## src/rtl/conway_pkg.sv

```systemverilog
// Shared definitions for the conway board: default geometry and sequencer states.
package conway_pkg;

  localparam int DEF_ROWS = 8;
  localparam int DEF_COLS = 8;

  typedef enum logic [1:0] {
    S_LOAD,
    S_LATCH,
    S_HALT,
    S_RUN
  } seq_state_t;

endpackage

```

## src/rtl/conway_sequencer_tick_divider.sv

```systemverilog
// Generation prescaler: down-counter that fires once every TICKS enabled cycles.
module tick_divider #(
  parameter int TICKS = 4
) (
  input  logic clk,
  input  logic rst,
  input  logic clear,
  input  logic en,
  output logic tick
);

  localparam int CW = (TICKS > 1) ? $clog2(TICKS) : 1;
  localparam logic [CW-1:0] RELOAD = CW'(TICKS - 1);

  logic [CW-1:0] cnt;

  assign tick = en && (cnt == '0);

  // Count down while enabled; reload on terminal count or clear.
  always_ff @(posedge clk or negedge rst) begin
    if (!rst) begin
      cnt <= RELOAD;
    end else if (clear) begin
      cnt <= RELOAD;
    end else if (en) begin
      cnt <= (cnt == '0) ? RELOAD : cnt - 1'b1;
    end
  end

endmodule

```

## src/rtl/conway_sequencer.sv

```systemverilog
// Conway array sequencer: serial seed load, one-shot array load, generation pacing.
//
//  state   | meaning
//  --------+------------------------------------------------------------
//  S_LOAD  | accepting seed beats into board_state_0
//  S_LATCH | cells_load pulse, board stable, generation cleared
//  S_HALT  | idle; seed beat reloads, run starts, step edge issues one gen
//  S_RUN   | free-running, one cells_ena per TICKS_PER_GEN cycles
module conway_sequencer
  import conway_pkg::*;
#(
  parameter int ROWS          = DEF_ROWS,
  parameter int COLS          = DEF_COLS,
  parameter int TICKS_PER_GEN = 4,
  parameter int GEN_W         = 16
) (
  input  logic                 clk,
  input  logic                 rst,
  input  logic                 seed_bit,
  input  logic                 seed_valid,
  output logic                 seed_ready,
  input  logic                 run,
  input  logic                 step,
  output logic [ROWS*COLS-1:0] board_state_0,
  output logic                 cells_load,
  output logic                 cells_ena,
  output logic [GEN_W-1:0]     generation,
  output logic                 running
);

  localparam int N     = ROWS * COLS;
  localparam int CNT_W = (N > 1) ? $clog2(N) : 1;
  localparam logic [CNT_W-1:0] LAST_IDX = CNT_W'(N - 1);

  seq_state_t       state, next_state;
  logic [CNT_W-1:0] seed_count;
  logic             step_q;
  logic             step_edge;
  logic             beat;
  logic             tick;

  assign beat      = seed_valid && seed_ready;
  assign step_edge = step && !step_q;

  // Prescaler only runs while free-running with run still requested.
  tick_divider #(
    .TICKS (TICKS_PER_GEN)
  ) u_tick_divider (
    .clk   (clk),
    .rst   (rst),
    .clear (state != S_RUN),
    .en    ((state == S_RUN) && run),
    .tick  (tick)
  );

  // State register.
  always_ff @(posedge clk or negedge rst) begin
    if (!rst) state <= S_LOAD;
    else      state <= next_state;
  end

  // Next-state logic; in HALT a seed beat outranks run, which outranks step.
  always_comb begin
    next_state = state;
    case (state)
      S_LOAD:  if (seed_valid && seed_count == LAST_IDX) next_state = S_LATCH;
      S_LATCH: next_state = S_HALT;
      S_HALT: begin
        if (seed_valid)  next_state = S_LOAD;
        else if (run)    next_state = S_RUN;
      end
      S_RUN:   if (!run) next_state = S_HALT;
      default: next_state = S_LOAD;
    endcase
  end

  // Combinational outputs decoded from state.
  always_comb begin
    seed_ready = (state == S_LOAD) || (state == S_HALT);
    running    = (state == S_RUN);
  end

  // Seed shift-in, load/enable pulses, generation counter and step history.
  always_ff @(posedge clk or negedge rst) begin
    if (!rst) begin
      seed_count    <= '0;
      board_state_0 <= '0;
      cells_load    <= 1'b0;
      cells_ena     <= 1'b0;
      generation    <= '0;
      step_q        <= 1'b0;
    end else begin
      cells_load <= 1'b0;
      cells_ena  <= 1'b0;
      step_q     <= step;
      case (state)
        S_LOAD: begin
          if (beat) begin
            board_state_0[seed_count] <= seed_bit;
            if (seed_count == LAST_IDX) begin
              seed_count <= '0;
              cells_load <= 1'b1;
              generation <= '0;
            end else begin
              seed_count <= seed_count + 1'b1;
            end
          end
        end
        S_HALT: begin
          if (beat) begin
            // A beat while halted starts a fresh load at cell 0.
            board_state_0[0] <= seed_bit;
            seed_count       <= CNT_W'(1);
          end else if (!run && step_edge) begin
            cells_ena  <= 1'b1;
            generation <= generation + 1'b1;
          end
        end
        S_RUN: begin
          if (tick) begin
            cells_ena  <= 1'b1;
            generation <= generation + 1'b1;
          end
        end
        default: ;
      endcase
    end
  end

endmodule

```

## config.mk

```make
export PLATFORM = sky130hd
export DESIGN_NAME = conway_sequencer
export DESIGN_NICKNAME = d
export VERILOG_FILES = /design/src/rtl/conway_pkg.sv /design/src/rtl/conway_sequencer_tick_divider.sv /design/src/rtl/conway_sequencer.sv
export SDC_FILE = /design/constraint.sdc
export NUM_CORES = 1
export LEC_CHECK = 0
export CORE_ASPECT_RATIO = 0.5
export CORE_UTILIZATION = 52
export DETAILED_ROUTE_END_ITERATION = 10
export GPL_ROUTABILITY_DRIVEN = 1
export PLACE_DENSITY = 0.89
export SYNTH_ARGS = -nofsm -noshare
export SYNTH_HDL_FRONTEND = slang
export SYNTH_SLANG_ARGS = --single-unit
```

## constraint.sdc

```tcl
create_clock -name clk -period 2.32 [get_ports clk]
set_input_delay 0.232 -clock clk [delete_from_list [all_inputs] [get_ports clk]]
set_output_delay 0.232 -clock clk [all_outputs]
set_load 0.01 [all_outputs]
```

; Word level (Yosys, flattened, before mapping)
; Index checks and enable logic that the tools add are counted.
[classes]
addsub = 3
order_cmp = 2
eq_ne = 14
mux = 31
n_reduce_logical = 19
[ops]
columns = cell, n
row1 = two-way mux 16 bit, 5
row2 = bitwise mux 64 bit, 1
row3 = one-hot mux 16 bit (3 select lines), 1
row4 = two-way mux 6 bit, 3
row5 = "adder 16 x 1 -> 16 bit, second input constant", 1
row6 = two-way mux 2 bit, 7
row7 = "!= test 2 bit, second input constant", 7
row8 = one-hot mux 6 bit (2 select lines), 1
row9 = two-way mux 1 bit, 9
row10 = one-hot mux 2 bit (4 select lines), 1
row11 = logical AND 1 bit, 7
row12 = "< comparator 6 x 7 -> 1 bit, second input constant", 1
row13 = "adder 6 x 1 -> 6 bit, second input constant", 1
row14 = demux 1 bit (select 6 bit), 1
row15 = "equality test 6 bit, second input constant", 1
row16 = "greater-or-equal comparator 6 x 1 -> 1 bit, second input constant", 1
row17 = AND reduction 3 bit, 2
row18 = AND reduction 6 bit, 1
row19 = "equality test 2 bit, second input constant", 2
row20 = logical NOT 2 bit, 2
row21 = "!= test 2 x 1 -> 1 bit, second input constant", 2
row22 = one-hot mux 1 bit (2 select lines), 2
row23 = nonzero test 2 bit, 2
row24 = "!= test 3 bit, second input constant", 1
row25 = other kinds (6), 7
[word_totals]
ff_bits = 93
in_bits = 6
output_inout_bits = 84
word_cells = 78

; Logic depth before layout (Yosys ltp)
; Gate-level depths: netlist of the first run.
[depth]
depth_word = 7
mapped_depth = 7
mapped_depth_nobuf = 6

; By module
; From an unflattened synthesis of the first run, not the netlist that was laid out.
[hier_totals]
hier_cells = 394
area_unflattened_um2 = 4377.9
[by_module_without_submodules]
columns = module, instances, cells_per_inst, area_each_um2, seq_area_each_um2
row1 = conway_sequencer, 1, 382, 4259.1, 2277.2
row2 = tick_divider, 1, 12, 118.9, 52.6

; Worst setup path before layout of the first run
; OpenSTA, ideal clock, no wires.
[synth_path]
path_type = reg2reg
startpoint = register state[0]
endpoint = register generation[14]
setup_ns = 0.126
arrival_ns = 1.837
required_ns = 2.194
path_slack_ns = 0.357
path_stages_with_launch = 8
path_buffers = 3
synth_period_minus_slack_ns = 1.963
cell_sequence = dfrtp_1 > buf_2 > nand2b_1 > clkbuf_1 > o31a_1 > or2_4 > buf_6 > a221o_1
[synth_via]
elab_chain_len = 5
elab_cells_between_ends = 15
classes_between = 7 x eq/ne / 1 x mux / 7 x reduce/logical
[synth_lines]
columns = item, line_no
row1 = start: declaration, conway_sequencer.sv:35  ; seq_state_t state, next_state;
row2 = start signal: assignment, conway_sequencer.sv:59  ; else state <= next_state;
row3 = "equality test 2 bit, or another cell as far along", "conway_sequencer.sv:79, conway_sequencer.sv:96"
row4 = logical OR 1 bit / logical AND 1 bit (equally long branches), "conway_sequencer.sv:79, conway_sequencer.sv:52"
row5 = logical AND 1 bit (on tied branches), "conway_sequencer.sv:42, conway_sequencer_tick_divider.sv:17"
row6 = != test 2 bit (no line) / != test 2 x 1 -> 1 bit (equally long branches), --
row7 = AND reduction 6 bit (no line), --
row8 = end signal: assignment, conway_sequencer.sv:116  ; generation <= generation + 1'b1;
row9 = end signal: assignment, conway_sequencer.sv:122  ; generation <= generation + 1'b1;
row10 = end: declaration, conway_sequencer.sv:27  ; output logic [GEN_W-1:0] generation,
; Several ways; a longest one is shown, not always the timed one.
; A chain may end at the register's enable or synchronous reset.

; Worst setup path after layout of the first run
[layout_path]
startpoint = input seed_valid
endpoint = register board_state_0[32]
[layout_via]
elab_chain_len = 2
[layout_lines]
columns = item, line_no
row1 = start: declaration, conway_sequencer.sv:20  ; input logic seed_valid,
row2 = logical AND 1 bit, conway_sequencer.sv:42  ; assign beat = seed_valid && seed_ready;
row3 = AND reduction 2 bit (no line), --
row4 = end signal: indexed assignment, conway_sequencer.sv:99  ; board_state_0[seed_count] <= seed_bit;
row5 = end: declaration, conway_sequencer.sv:24  ; output logic [ROWS*COLS-1:0] board_state_0,
; No other way between the ends.

==> impl_metrics.json, run 1 <==
{
  "wl_um": 10750,
  "cts_sinks": 93,
  "finalSetupViolations": 0,
  "initial_utilization_pct": 54.51,
  "rsz0062_at_grt": "false",
  "layout.nets": 505,
  "yosysUniqueCellTypes": 48,
  "maxSlewHeadroom_pct": 50.42,
  "globalRouteTotalUtil_pct": 26.10,
  "dieArea_um2": 8933,
  "die_w_um": 132.7,
  "grt_first_pass_wirelength_um": 17680,
  "ctsRootBufferMaster": "clkbuf_16",
  "ys.warnings.count": 0,
  "syn_nets": 410,
  "row_count": 23,
  "syn_inst": 401,
  "syn2layout_area_growth_pct": 31.57,
  "drtAntennaViolNets": 0,
  "place_ws_ns": -0.1021,
  "drc": 0,
  "final_max_slew_viol_count": 0,
  "p_clk_share_pct": 26.6,
  "worstPathMaxFanout": 7,
  "synth_top_area_cell": "dfrtp_1",
  "worstPathArrival_ns": 2.34,
  "dp_hpwl_um": 7040,
  "clk_latency_ns": 0.35,
  "cp-end-kind": "flop",
  "cts_buffers": 9,
  "power_leakage_nw": 2.590,
  "htreeDepth": 3,
  "cts_resized": 0,
  "cts.clk_slew.worst_paths_ns": 0.06,
  "final_area_um2": 5841,
  "switching_share_pct": 31.65,
  "worstSetupPathType": "input pin to flop",
  "ir_drop_mv": 0.7748,
  "placedInstanceArea_um2": 5529,
  "layout.cells.non_filler": 613,
  "syn_area_um2": 4439,
  "io_pins": 90,
  "power.density_nw_per_um2": 953.0,
  "firstDrtPassIters": 4,
  "wire_per_inst_um": 17.53,
  "synth_seq_cells": 93,
  "antenna_found_initial": 0,
  "die_h_um": 67.34,
  "hp-class": "input pin to flop",
  "diodes": 0,
  "fillCellCount": 546,
  "synth_seq_area_share_pct": 52.48,
  "gp_congestion": 0.8201,
  "intPower_w": 0.003805,
  "p_comb_share_pct": 32.9,
  "power_switching_w": 0.001761,
  "max_freq_mhz": 474.4,
  "drv_cap": 0,
  "fin_crit_sh_pct": 90.86,
  "final_hold_viol_count": 0,
  "setup_ws_ns": 0.2121,
  "num_vias": 3508,
  "post_synth.cell_area_avg_um2": 11.07,
  "netlist.area_leader.share_pct": 51.30,
  "grt_pass1_vias": 3462,
  "seq_power_share_pct": 40.5,
  "placed_cells": 596,
  "grt_remaining_overflow": 0,
  "max_slew.worst_pin.slew_ns": 0.7380,
  "clk_path_buf_depth": 2,
  "cts_tree": "yes",
  "status": "finished clean",
  "fin_crit_ns": 2.108,
  "start_kind": "input pin",
  "core_um2": 8144,
  "ys_top_cells_by_area": "dfrtp_1 51%, mux2_2 16%, nand2_1 5.5%",
  "grt_max_degree": 94,
  "drive_gt1_share_pct": 23.35,
  "required_ns": 2.55,
  "via_per_inst": 5.723,
  "port_buffers": 89,
  "drt_iter0_markers": 217,
  "fin_skew_ns": 0.006861
}
[final timing paths]
kind,from,to,slack [ns],depth (start not counted)
max,seed_valid,board_state_0[32],0.21,6
max in group asynchronous,rst,u_tick_divider.cnt[1],1.45,3
min,step,step_q,0.36,1
max reg2reg,state[0],board_state_0[32],0.23,5
min reg2reg,board_state_0[54],board_state_0[54],0.50,1
min in group asynchronous,rst,board_state_0[54],0.48,3
[placed cells by master, fill, tap and decap left out, types with 7 or more instances in the layout]
cell	count
buf_4	23
clkbuf_16	9
clkdlybuf4s50_1	87
dfrtp_1	91
inv_1	10
mux2_2	64
nand2_1	65
nand3_1	12
nor2_1	18
nor4_1	7
o21ai_0	11
[per-layer routing]
layer / global-route usage (%) / vias up / share of wire [%]
met2: 44.61 / 122 / 49
li1: - / 1609 / -
met3: 6.757 / 24 / 5.6
met5: 0 / - / 0
met1: 32.46 / 1753 / 43
met4: 10.63 / 0 / 2.1
[worst max-delay path: stages]
cell	delay [ns]
clkdlybuf4s50_1	0.53
or3b_1	0.55
buf_4	0.23
nor4_4	0.35
nand2_1	0.14
mux2_2	0.30
[state kept, by name, indices dropped and copies added (netlist names)]
signal	flops
step_q	1
cells_load	1
u_tick_divider.cnt	2
state	2
board_state_0	64
seed_count	6
cells_ena	1
generation	16
[power by group through the flow]
| stage | logic, W | registers, W | clock network [W] |
|---|---|---|---|
| after floorplan | 0.000722 | 0.00238 | 0 |
| after global placement | 0.00175 | 0.00225 | 0 |
| after detailed placement | 0.00181 | 0.00227 | 0 |
| after CTS | 0.00183 | 0.00225 | 0.00150 |
| after global routing | 0.00195 | 0.00230 | 0.00157 |
| final | 0.00183 | 0.00226 | 0.00148 |
[synth_stat cells (all sizes together)]
cell type	number
nand4b	1
nor3	6
dfrtp	91
nand3b	4
nor4	8
nor3b	3
and3	6
ha	3
and4b	2
a21oi	4
a311oi	1
nor4b	6
o31a	1
nand3	12
a211o	6
o31ai	1
or4	3
nor2	18
or3	5
a221o	4
o22ai	1
or3b	1
and2	6
nand4	6
a22o	4
or4b	1
o21ai	11
nor2b	2
a2bb2oi	1
inv	10
o311a	1
dfstp	2
mux2	65
or2	4
nand2b	3
nand2	65
clkbuf	23
buf	6
a31oi	3
o41ai	1
[stage by stage]
step | hold WS (ns) | utilization (%) | TNS, ns | power [W]
after CTS | 0.3578 | 71.72 | 0 | 0.005585
after detailed placement | 0.3262 | 67.89 | -0.6049 | 0.004082
after global placement | 0.3156 | 67.89 | 0 | 0.004000
after global routing | 0.3671 | 71.72 | 0 | 0.005827
final | 0.3641 | 71.72 | 0 | 0.005566
after floorplan | -0.06359 | - | 0 | 0.003099
[area by class of cell]
cell class | count | area, µm² | share of cell area [%]
Multi-Input combinational cell | 269 | 1953 | 33.44
Inverter | 10 | 37.54 | 0.6427
Clock buffer | 10 | 229.0 | 3.920
Clock inverter | 6 | 72.57 | 1.243
Timing Repair Buffer | 113 | 1079 | 18.47
Sequential cell | 93 | 2330 | 39.89
Tap cell | 112 | 140.1 | 2.399
[timing repair]
item / CTS / global route
endpoints found under the setup margin: 0 / 0
hold endpoints to repair: 91 / 0
setup buffers: 0 / 0
hold buffers: 1 / 0
[logic make-up after synthesis]
group / Yosys count / share of synthesized area [%]
flip-flops: 93 / 52.48
AO/OA/AOI/OAI: 39 / 6.426
AND/OR/NAND/NOR: 162 / 20.24
buffers and inverters: 39 / 3.523
multiplexers: 65 / 16.49
adder cells (fa/ha/maj): 3 / 0.8456
Note: power is estimated with default switching activity, not from simulation.
==> run 2: changes to the inputs <==
- ABC_AREA: not set -> 1
- CORE_UTILIZATION: 52 -> 51
- PLACE_DENSITY: 0.89 -> 0.88
- SYNTH_HIERARCHICAL: not set -> 1
==> run 2 against run 1 <==
Compared with the run above: final cell count increased by 23%; clock power increased by 5%; register-to-register slack improved by 0.15 ns; synthesized cell count increased by 32%; via count increased by 17%.
==> impl_metrics.json, run 2 <==
{
  "status": "finished clean",
  "ff2ff_setup_slack_ns": 0.38,
  "hp-class": "input pin to flop",
  "worstPathArrival_ns": 2.14,
  "syn_area_um2": 4299,
  "ys.warnings.count": 6,
  "ir_drop_mv": 0.5004,
  "synthAdderAreaFrac_pct": 0.8731,
  "fin_skew_ns": 0.005104,
  "cts_buffers": 9,
  "synth-edff-count": 0,
  "htreeDepth": 3,
  "synth_common_cells": "171 x nand2_1, 91 x dfrtp_1, 65 x o21ai_0",
  "wl_um": 11000,
  "async_reset_ff_share_pct": 100.0,
  "via_per_inst": 5.473,
  "drive_gt1_share_pct": 7.355,
  "io_pins": 90,
  "fin_crit_sh_pct": 83.47,
  "cts.clk_slew.worst_paths_ns": 0.07,
  "largest-register": "board_state_0",
  "post-route-util_pct": 71.10,
  "globalRouteTotalUtil_pct": 26.45,
  "core_um2": 8087,
  "max_slew.worst_pin.slew_ns": 0.5296,
  "dieArea_um2": 8823,
  "drc": 0,
  "mostFrequentLayoutCell": "nand2_1",
  "clk_path_buf_depth": 2,
  "wire_per_inst_um": 14.64,
  "firstDrtPassIters": 7,
  "layout.nets": 643,
  "synth-main-ff-cell": "dfrtp_1",
  "worstPathMaxFanout": 30,
  "synth_most_common_cell": "nand2_1",
  "cts_sinks": 93,
  "finalPower_w": 0.005035,
  "ctsRootBufferMaster": "clkbuf_16",
  "synth_top_family_by_area": "simple AND/OR/NAND/NOR gates",
  "port_buffers": 89,
  "synth_seq_cells": 93,
  "cts_tree": "yes",
  "drtAntennaViolNets": 0,
  "diodes": 0,
  "maxSlewHeadroom_pct": 64.69,
  "max_freq_mhz": 516.4,
  "final_max_slew_viol_count": 0,
  "final_hold_viol_count": 0,
  "synth_top_area_cell": "dfrtp_1",
  "dp_hpwl_um": 7517,
  "syn_inst": 528,
  "grt_pass1_vias": 3744,
  "syn_nets": 537,
  "fillCellCount": 602,
  "synth-simple-area-share_pct": 28.29,
  "row_count": 23,
  "largest_register_ffs": 64,
  "required_ns": 2.53,
  "cts_setup_buffers": 0,
  "antenna_found_initial": 0,
  "power.density_nw_per_um2": 875.7,
  "cp-end-kind": "flop",
  "start_kind": "flop",
  "drt_iter0_markers": 439,
  "die_w_um": 131.8,
  "synth_compound_area_share_pct": 10.33,
  "worstSetupPathType": "flop to flop",
  "yosysUniqueCellTypes": 31,
  "post_synth.cell_area_avg_um2": 8.142,
  "grt_first_pass_wirelength_um": 17960,
  "rsz0062_at_grt": "false",
  "ys_top_cells_by_area": "dfrtp_1 53%, nand2_1 15%, o21ai_0 7.6%",
  "fin_crit_ns": 1.937,
  "grt_max_degree": 64,
  "clk_latency_ns": 0.35,
  "syn2layout_area_growth_pct": 33.73,
  "netlist.area_leader.share_pct": 52.97,
  "reg.largest.list": "board_state_0 (64), generation (16), seed_count (6)",
  "synthMuxAreaShare_pct": 0,
  "finalSetupViolations": 0,
  "num_vias": 4110,
  "mostFrequentLayoutCells": "171 x nand2_1, 91 x dfrtp_1, 88 x clkdlybuf4s50_1, 65 x o21ai_0, 61 x nand3_1",
  "power_leakage_nw": 2.599,
  "gp_congestion": 0.8678,
  "synthXorXnorAreaFrac_pct": 1.222,
  "finalSetupTns_ns": 0,
  "grt_remaining_overflow": 0,
  "drv_cap": 0,
  "initial_utilization_pct": 53.16,
  "synth_seq_area_share_pct": 54.19,
  "die_h_um": 66.92
}
==> run 2: power by group <==
| group | total, W | leakage [nW] | switching [W] | internal, W |
|---|---|---|---|---|
| combinational | 0.00146 | 1.17 | 0.000879 | 0.000580 |
| clock | 0.00156 | 0.155 | 0.000692 | 0.000866 |
| sequential | 0.00202 | 1.27 | 0.000190 | 0.00183 |
==> run 2: what timing repair did <==
action                    4_1_cts  5_1_grt
gates resized for setup         0        0
hold endpoints to repair       35        0
hold buffers                    1        0
==> run 2: layout make-up <==
type	instances	area, µm²	area share (%)
Clock buffer	9	225.2	3.917
Clock inverter	7	87.58	1.523
Inverter	40	150.1	2.612
Multi-Input combinational cell	381	1750	30.45
Sequential cell	93	2330	40.52
Tap cell	112	140.1	2.437
Timing Repair Buffer	109	1066	18.54
==> run 2: final timing paths <==
check / from / end / depth (start not counted)
max reg2reg: state[1] / board_state_0[39] / 7
min: step / step_q / 1
max: state[1] / board_state_0[39] / 7
max in group asynchronous: rst / board_state_0[5] / 3
min in group asynchronous: rst / generation[15] / 2
min reg2reg: board_state_0[13] / board_state_0[13] / 2
==> run 2: per-layer routing <==
| metal | vias up | wire length [µm] | global-route usage, % |
|---|---|---|---|
| li1 | 1947 | - | - |
| met1 | 1962 | 4752 | 33.64 |
| met2 | 169 | 5266 | 43.32 |
| met3 | 32 | 749 | 6.773 |
| met4 | 0 | 229 | 11.77 |
| met5 | - | 0 | 0 |
==> run 2: kinds of logic after synthesis <==
logic type	count (synthesis)
xor+xnor	6
simple gates	288
flops	93
fa+ha+maj	3
buf+inv	54
compound gates	84
==> run 2: metrics by stage <==
stage	instance area (µm²)	hold slack (ns)	instances	setup WS, ns
after floorplan	4299	-0.06359	528	0.5771
after global placement	5426	0.2424	734	0.3821
after detailed placement	5426	0.2438	734	0.2829
after CTS	5749	0.3453	751	0.4207
after global routing	5749	0.3600	751	0.2002
final	5749	0.3489	751	0.3835
==> run 2: critical path: stages (launching register included) <==
cell and delay, ns:
dfrtp_1 0.45, nor2_4 0.17, nand2_1 0.31, inv_2 0.32, buf_12 0.21, nand3_1 0.13, nand2_1 0.09, o21ai_0 0.09
